### src/rtl/class_search_ctrl.sv
// Associative-search sequencer: sweeps the class-vector ROM, accumulates per-class
// Hamming distance against a buffered query, and reports the closest class.
module class_search_ctrl #(
  parameter int NUM_CLASSES = 8,
  parameter int NUM_FRAMES  = 3,
  parameter int FRAME_W     = 64,
  parameter int CLASS_W     = 3,
  parameter int FIDX_W      = 2,
  parameter int DIST_W      = 8
) (
  input  logic               clk,
  input  logic               rst,
  input  logic               query_wr_en,
  input  logic [FIDX_W-1:0]  query_wr_idx,
  input  logic [FRAME_W-1:0] query_wr_data,
  input  logic               start,
  output logic [CLASS_W-1:0] frame_id,
  output logic [FIDX_W-1:0]  frame_index,
  input  logic [FRAME_W-1:0] class_vec_in,
  output logic               busy,
  output logic               done,
  output logic [CLASS_W-1:0] best_class,
  output logic [DIST_W-1:0]  best_dist
);

  localparam int PCNT_W = $clog2(FRAME_W + 1);
  localparam logic [FIDX_W-1:0]  LAST_FIDX  = FIDX_W'(NUM_FRAMES - 1);
  localparam logic [CLASS_W-1:0] LAST_CLASS = CLASS_W'(NUM_CLASSES - 1);

  typedef enum logic [1:0] {IDLE, SCAN, FLUSH, DONE} state_t;
  state_t state, state_next;

  logic [FRAME_W-1:0] query [NUM_FRAMES];

  logic               s1_valid;
  logic               s1_last;
  logic [PCNT_W-1:0]  s1_pcnt;
  logic [CLASS_W-1:0] s1_class;

  logic [DIST_W-1:0]  acc;
  logic [DIST_W-1:0]  best_int;
  logic [CLASS_W-1:0] best_class_int;
  logic [DIST_W-1:0]  sum;
  logic               best_upd;
  logic [DIST_W-1:0]  best_dist_next;
  logic [CLASS_W-1:0] best_class_next;
  logic               last_addr;

  function automatic logic [PCNT_W-1:0] popcount(input logic [FRAME_W-1:0] v);
    logic [PCNT_W-1:0] c;
    c = '0;
    for (int unsigned i = 0; i < FRAME_W; i++) c = c + PCNT_W'(v[i]);
    return c;
  endfunction

  assign last_addr = (frame_id == LAST_CLASS) && (frame_index == LAST_FIDX);
  assign busy      = (state != IDLE);
  assign done      = (state == DONE);

  // Strict less-than keeps the earlier (lower) class on ties.
  always_comb begin
    sum             = acc + DIST_W'(s1_pcnt);
    best_upd        = s1_valid && s1_last && (sum < best_int);
    best_dist_next  = best_upd ? sum : best_int;
    best_class_next = best_upd ? s1_class : best_class_int;
  end

  always_comb begin
    state_next = state;
    case (state)
      IDLE:    if (start) state_next = SCAN;
      SCAN:    if (last_addr) state_next = FLUSH;
      FLUSH:   state_next = DONE;
      DONE:    state_next = IDLE;
      default: state_next = IDLE;
    endcase
  end

  always_ff @(posedge clk) begin
    if (rst) state <= IDLE;
    else     state <= state_next;
  end

  always_ff @(posedge clk) begin
    if (!rst && state == IDLE && query_wr_en &&
        ({1'b0, query_wr_idx} < (FIDX_W + 1)'(NUM_FRAMES)))
      query[query_wr_idx] <= query_wr_data;
  end

  always_ff @(posedge clk) begin
    if (rst) begin
      frame_id       <= '0;
      frame_index    <= '0;
      s1_valid       <= 1'b0;
      s1_last        <= 1'b0;
      s1_pcnt        <= '0;
      s1_class       <= '0;
      acc            <= '0;
      best_int       <= '1;
      best_class_int <= '0;
      best_class     <= '0;
      best_dist      <= '1;
    end else begin
      s1_valid <= (state == SCAN);
      s1_pcnt  <= popcount(class_vec_in ^ query[frame_index]);
      s1_last  <= (frame_index == LAST_FIDX);
      s1_class <= frame_id;

      if (s1_valid) begin
        best_int       <= best_dist_next;
        best_class_int <= best_class_next;
        acc            <= s1_last ? '0 : sum;
      end

      case (state)
        IDLE: if (start) begin
          frame_id    <= '0;
          frame_index <= '0;
          best_int    <= '1;
          acc         <= '0;
        end
        SCAN: begin
          if (last_addr) begin
            frame_id    <= '0;
            frame_index <= '0;
          end else if (frame_index == LAST_FIDX) begin
            frame_index <= '0;
            frame_id    <= frame_id + 1'b1;
          end else begin
            frame_index <= frame_index + 1'b1;
          end
        end
        // Outputs take the post-compare value so they are already valid while done is high.
        FLUSH: begin
          best_class <= best_class_next;
          best_dist  <= best_dist_next;
        end
        default: ;
      endcase
    end
  end

endmodule

### config.mk
export PLATFORM = sky130hd
export DESIGN_NAME = class_search_ctrl
export DESIGN_NICKNAME = d
export VERILOG_FILES = /design/src/rtl/class_search_ctrl.sv
export SDC_FILE = /design/constraint.sdc
export NUM_CORES = 1
export LEC_CHECK = 0
export ABC_CLOCK_PERIOD_IN_PS = 10490
export CORE_MARGIN = 1
export CORE_UTILIZATION = 30
export DETAILED_ROUTE_END_ITERATION = 12
export GPL_TIMING_DRIVEN = 0
export SLEW_MARGIN = 5
export SYNTH_ARGS = -nofsm -noshare
export SYNTH_HDL_FRONTEND = slang
export SYNTH_SLANG_ARGS = --single-unit
### constraint.sdc
create_clock -name clk -period 10.49 [get_ports clk]
set_clock_uncertainty 0.2 [all_clocks]
set_input_delay 2.098 -clock clk [delete_from_list [all_inputs] [get_ports clk]]
set_output_delay 2.098 -clock clk [all_outputs]
set_load 0.01 [all_outputs]
# Yosys cells after proc, flatten, opt, wreduce, memory -nomap -nowiden
# Memory sizes are Yosys's and may differ from the RTL's. A register that Yosys moved wholly into a read port is not among the register bits.
# Cells that the tools add are included.
[op_classes]
n_eq_ne = 8
multipliers = 0
order_cmp = 2
add_sub_neg = 66
n_reduce_logical = 13
n_shift = 0
bitwise = 1
div = 0
mux = 24
[ops]
columns = ["cell", "n"]
rows = [
  ["adder 7 x 1 -> 7 bit", 57],
  ["2-to-1 mux 8 bit", 8],
  ["bitwise XOR 64 bit", 1],
  ["2-to-1 mux 2 bit", 7],
  ["2-to-1 mux 3 bit", 4],
  ["adder 8 x 7 -> 8 bit", 1],
  ["< comparator 8 bit", 1],
  ["one-hot mux 2 bit (4 select lines)", 1],
  ["adder 6 x 1 -> 7 bit", 1],
  ["adder 5 x 1 -> 6 bit", 1],
  ["equality test 2 bit (second input constant)", 3],
  ["logical AND 1 bit", 6],
  ["one-hot mux 3 bit (2 select lines)", 1],
  ["adder 4 x 1 -> 5 bit", 1],
  ["adder 3 x 1 -> 4 bit", 1],
  ["!= test 2 bit (second input constant)", 2],
  ["one-hot mux 2 bit (2 select lines)", 1],
  ["AND reduction 2 bit", 2],
  ["nonzero test 2 bit", 2],
  ["adder 2 x 1 -> 3 bit", 1],
  ["adder 3 x 1 -> 3 bit (second input constant)", 1],
  ["equality test 3 bit (second input constant)", 1],
  ["!= test 3 x 2 -> 1 bit (second input constant)", 1],
  ["AND reduction 3 bit", 1],
  ["7 further kinds", 8],
]
[totals]
output_inout_bits = 18
romBits = 0
latch_bits = 0
n_memories = 1
wordCells = 127
regBits = 49
mem_bits_rw = 192
inputBits = 134
[memory_table]
columns = ["memory", "depth", "width", "read_ports", "rd_clocked_by_memory_dff", "wr", "line_no", "rtl"]
rows = [
  ["query", 3, 64, 1, 1, 1, "33", "logic [FRAME_W-1:0] query [NUM_FRAMES];"],
]

# Logic depth before layout (Yosys ltp)
[depth]
depth_word = 64
ltp_mapped = 27
ltp_nobuf = 24

# Worst setup path before layout
# No wires, ideal clock.
[synth_path]
path_kind = "input -> register"
startpoint = "input class_vec_in[27]"
endpoint = "register s1_pcnt[6]"
n_path_buf = 0
t_required_ns = 10.162
setup_slack_ns = 2.370
setup_ns = 0.128
arrival_ns = 7.793
cell_stages = 20
cell_sequence = "xor2_1 > fa_1 > inv_1 > fa_1 > inv_1 > fa_1 > fa_1 > fa_1 > fa_1 > inv_1 > fa_1 > fa_1 > inv_1 > ha_1 > fa_1 > a21o_1 > a21oi_1 > o21ai_0 > a21oi_1 > nor2_1"
[synth_via]
elab_chain_cells = 38
[synth_rtl]
columns = ["item", "line_no", "rtl"]
rows = [
  ["start, declared", "19", "input logic [FRAME_W-1:0] class_vec_in,"],
  ["bitwise XOR 64 bit", "105", "s1_pcnt <= popcount(class_vec_in ^ query[frame_index]);"],
  ["adder 7 x 1 -> 7 bit (37 in a row)", "52", "for (int unsigned i = 0; i < FRAME_W; i++) c = c + PCNT_W'(v[i]);"],
  ["end signal, assigned", "105", ""],
  ["end, declared", "37", "logic [PCNT_W-1:0] s1_pcnt;"],
]
# Every way passes these cells.
# A chain may end at the register's enable or synchronous reset.

# Worst setup path in the final report
# Same ends and word-level chain as after synthesis.

==> metrics.cfg <==
[timing]
final.setup.worst_slack_ns = 2.15
max_freq_mhz = 120
rsz0062_at_grt = false
fin_crit_ns = 8.34
slew_headroom_pct = 48.4
maxSlewViolCount = 0
tightest_slew_ns = 0.773
hold_viol_final = 0
setup_violations = 0
min_period_over_period_pct = 79.5

[die]
rows = 71
die_w_um = 199
die_h_um = 199
initial_core_util_pct = 30.6
pin_count = 152
dieArea_sq_um = 39500
core_area_sq_um = 37900

[worst_hold_path]
hold_path.startpoint = acc[0]
hold_depth = 2
hold_path_class = register to register
worstHoldEndpoint = acc[0]

[yosys]
synthArstFlopShare_pct = 0
syn-instance-count = 874
synth_top_area_share_pct = 49.6
seq_area_frac_synth_pct = 58.4
yosys_warnings = 0
synth_area_leaders = edfxtp_1, fa_1, dfxtp_1
synth_enable_flop_cells = 192
synth_seq_cells = 243
yosys.cell_count.top_type = edfxtp_1
synth_flop_cell = edfxtp_1
yosysTopAreaCell = edfxtp_1
syn_nets = 1098
yosys.cell_types.count = 41
synth_commonest_cells = edfxtp_1, inv_1, nand2_1, mux2i_1, o21ai_0
synth_area_sq_um = 11600
avgSynthCellArea_sq_um = 13.3

[global_route]
grtUsageMet3_pct = 2.97
grt_overflow_total = 0
met1_usage_pct = 17.6
grt_pass1_wl_um = 41700
grt_use_total_pct = 14.3
grt_antenna_before_repair = 3
grt_pass1_vias = 7291
grt_use_met2_pct = 25.6
grt_max_degree = 17
busiest_layer = met2

[place]
detailedPlace.worstSlack_ns = 1.51
io_buffers = 151
place_congestion = 0.794
dp_hpwl_um = 21300

[clock_network]
cts_resized = 0
tritoncts = yes
clock_sinks = 243
clk_latency_ns = 0.58
clk_pin_slew_worst_paths_ns = 0.06
cts_setup_buffers = 0
cts_buffer_depth = 3
cts_root_buffer = clkbuf_16
h-tree-depth = 1
cts_made_buffers = 30
cts-hold-fix-buffers = 0

[final_layout]
fillers = 3680
areaGrowthSynthToFinish_pct = 29.1
multiInputGateArea_sq_um = 4430
fin_nets = 1304
seqCellArea_sq_um = 6790
drive_gt1_share_pct = 8.08

[status]
outcome = finished clean

[worst_setup_path]
worstRegToRegCells = 26
r2r_end = s1_pcnt[6]
worst-setup-path-type = primary input to register
rrSetupSlack_ns = 2.45
end_kind = register
start_kind = primary input
required_ns = 10.73
crit_fanout = 2
cp_data_arrival_time_ns = 8.58

[routing]
firstDrtPassIters = 4
drt_iter0_markers = 272
ant_nets = 0
drc_errors = 0
finalWirelength_um = 27700
vias = 7075
viasPerCell = 4.39
wire_per_inst_um = 17.2

[job]
maxCapViolations = 0

## layer usage
metal,vias to the layer above,wire (um)
met5,-,34
met4,6,552
met3,46,1230
met2,130,14200
met1,3415,11700
li1,3478,-
## through the flow
| step | instance area (sq um) | util (%) | hold slack (ns) | cells | TNS [ns] |
|---|---|---|---|---|---|
| floorplan | 11600 | - | 0.250 | 874 | 0 |
| global placement | 13800 | 36.3 | 0.261 | 1536 | -409.90 |
| detailed placement | 14000 | 37.0 | 0.270 | 1559 | 0 |
| CTS | 15000 | 39.5 | 0.281 | 1612 | 0 |
| global route | 15000 | 39.5 | 0.318 | 1612 | 0 |
| finish | 15000 | 39.5 | 0.280 | 1613 | 0 |
## worst max-delay path by stage
stage	from	end	slack (ns)
after floorplan	class_vec_in[27]	s1_pcnt[6]	2.37
after global placement	rst	query[1][37]	-2.46
after detailed placement	class_vec_in[27]	s1_pcnt[6]	1.51
after CTS	class_vec_in[27]	s1_pcnt[6]	2.10
after global routing	class_vec_in[49]	s1_pcnt[6]	1.82
final	class_vec_in[27]	s1_pcnt[6]	2.15
## worst max-delay path: stages
cell	delay (ns)
clkdlybuf4s50_1	0.43
xor2_1	0.19
fa_1	0.58
inv_1	0.07
fa_1	0.56
inv_1	0.07
fa_1	0.48
fa_1	0.52
fa_1	0.52
fa_1	0.55
inv_1	0.07
fa_1	0.50
fa_1	0.57
inv_1	0.05
ha_1	0.22
fa_1	0.41
a21o_1	0.20
a21oi_1	0.21
o21ai_0	0.10
a21oi_1	0.16
nor2_1	0.05
## registers in the layout, summed over array words and instances, names as in the netlist, named ones only
| name | cells |
|---|---|
| acc | 8 |
| best_class | 3 |
| best_class_int | 3 |
| best_dist | 8 |
| best_int | 8 |
| frame_id | 3 |
| frame_index | 2 |
| query | 192 |
| s1_class | 3 |
| s1_last | 1 |
| s1_pcnt | 7 |
| s1_valid | 1 |
| state | 2 |
## cell families after synthesis
| logic type | Yosys count | share of synthesized area, % |
|---|---|---|
| multiplexers | 73 | 6.29 |
| adder cells (fa/ha/maj) | 90 | 13.2 |
| buffers and inverters | 107 | 3.62 |
| AND/OR/NAND/NOR | 162 | 6.49 |
| XOR/XNOR | 69 | 5.20 |
| AO/OA/AOI/OAI | 130 | 6.76 |
| flip-flops | 243 | 58.4 |
## cell type report
type	instances	share of cell area, %
antenna	1	0.0167
timing repair buffer	174	11.6
multi-input combinational	524	29.5
sequential	243	45.2
clock inverter	17	1.16
clock buffer	36	5.36
inverter	78	1.95
tap	511	4.26
buffer	29	0.851
## layout by cell type, fill, tap and decap left out, types with 9 or more instances in the layout
| master | count |
|---|---|
| ha_1 | 35 |
| nor2_1 | 26 |
| edfxtp_1 | 192 |
| o21ai_0 | 70 |
| a21oi_1 | 23 |
| buf_2 | 9 |
| buf_6 | 13 |
| nor2b_1 | 12 |
| buf_4 | 9 |
| nand2b_1 | 12 |
| inv_1 | 78 |
| nor3_1 | 13 |
| nand2_1 | 76 |
| fa_1 | 55 |
| mux2i_1 | 73 |
| xor2_1 | 39 |
| xnor2_1 | 30 |
| clkbuf_1 | 23 |
| clkdlybuf4s50_1 | 151 |
| dfxtp_1 | 51 |
| clkbuf_16 | 31 |
Power is left out: the tool's default activity adds up to more than one toggle a clock period on the data nets, which glitch-free logic cannot reach.
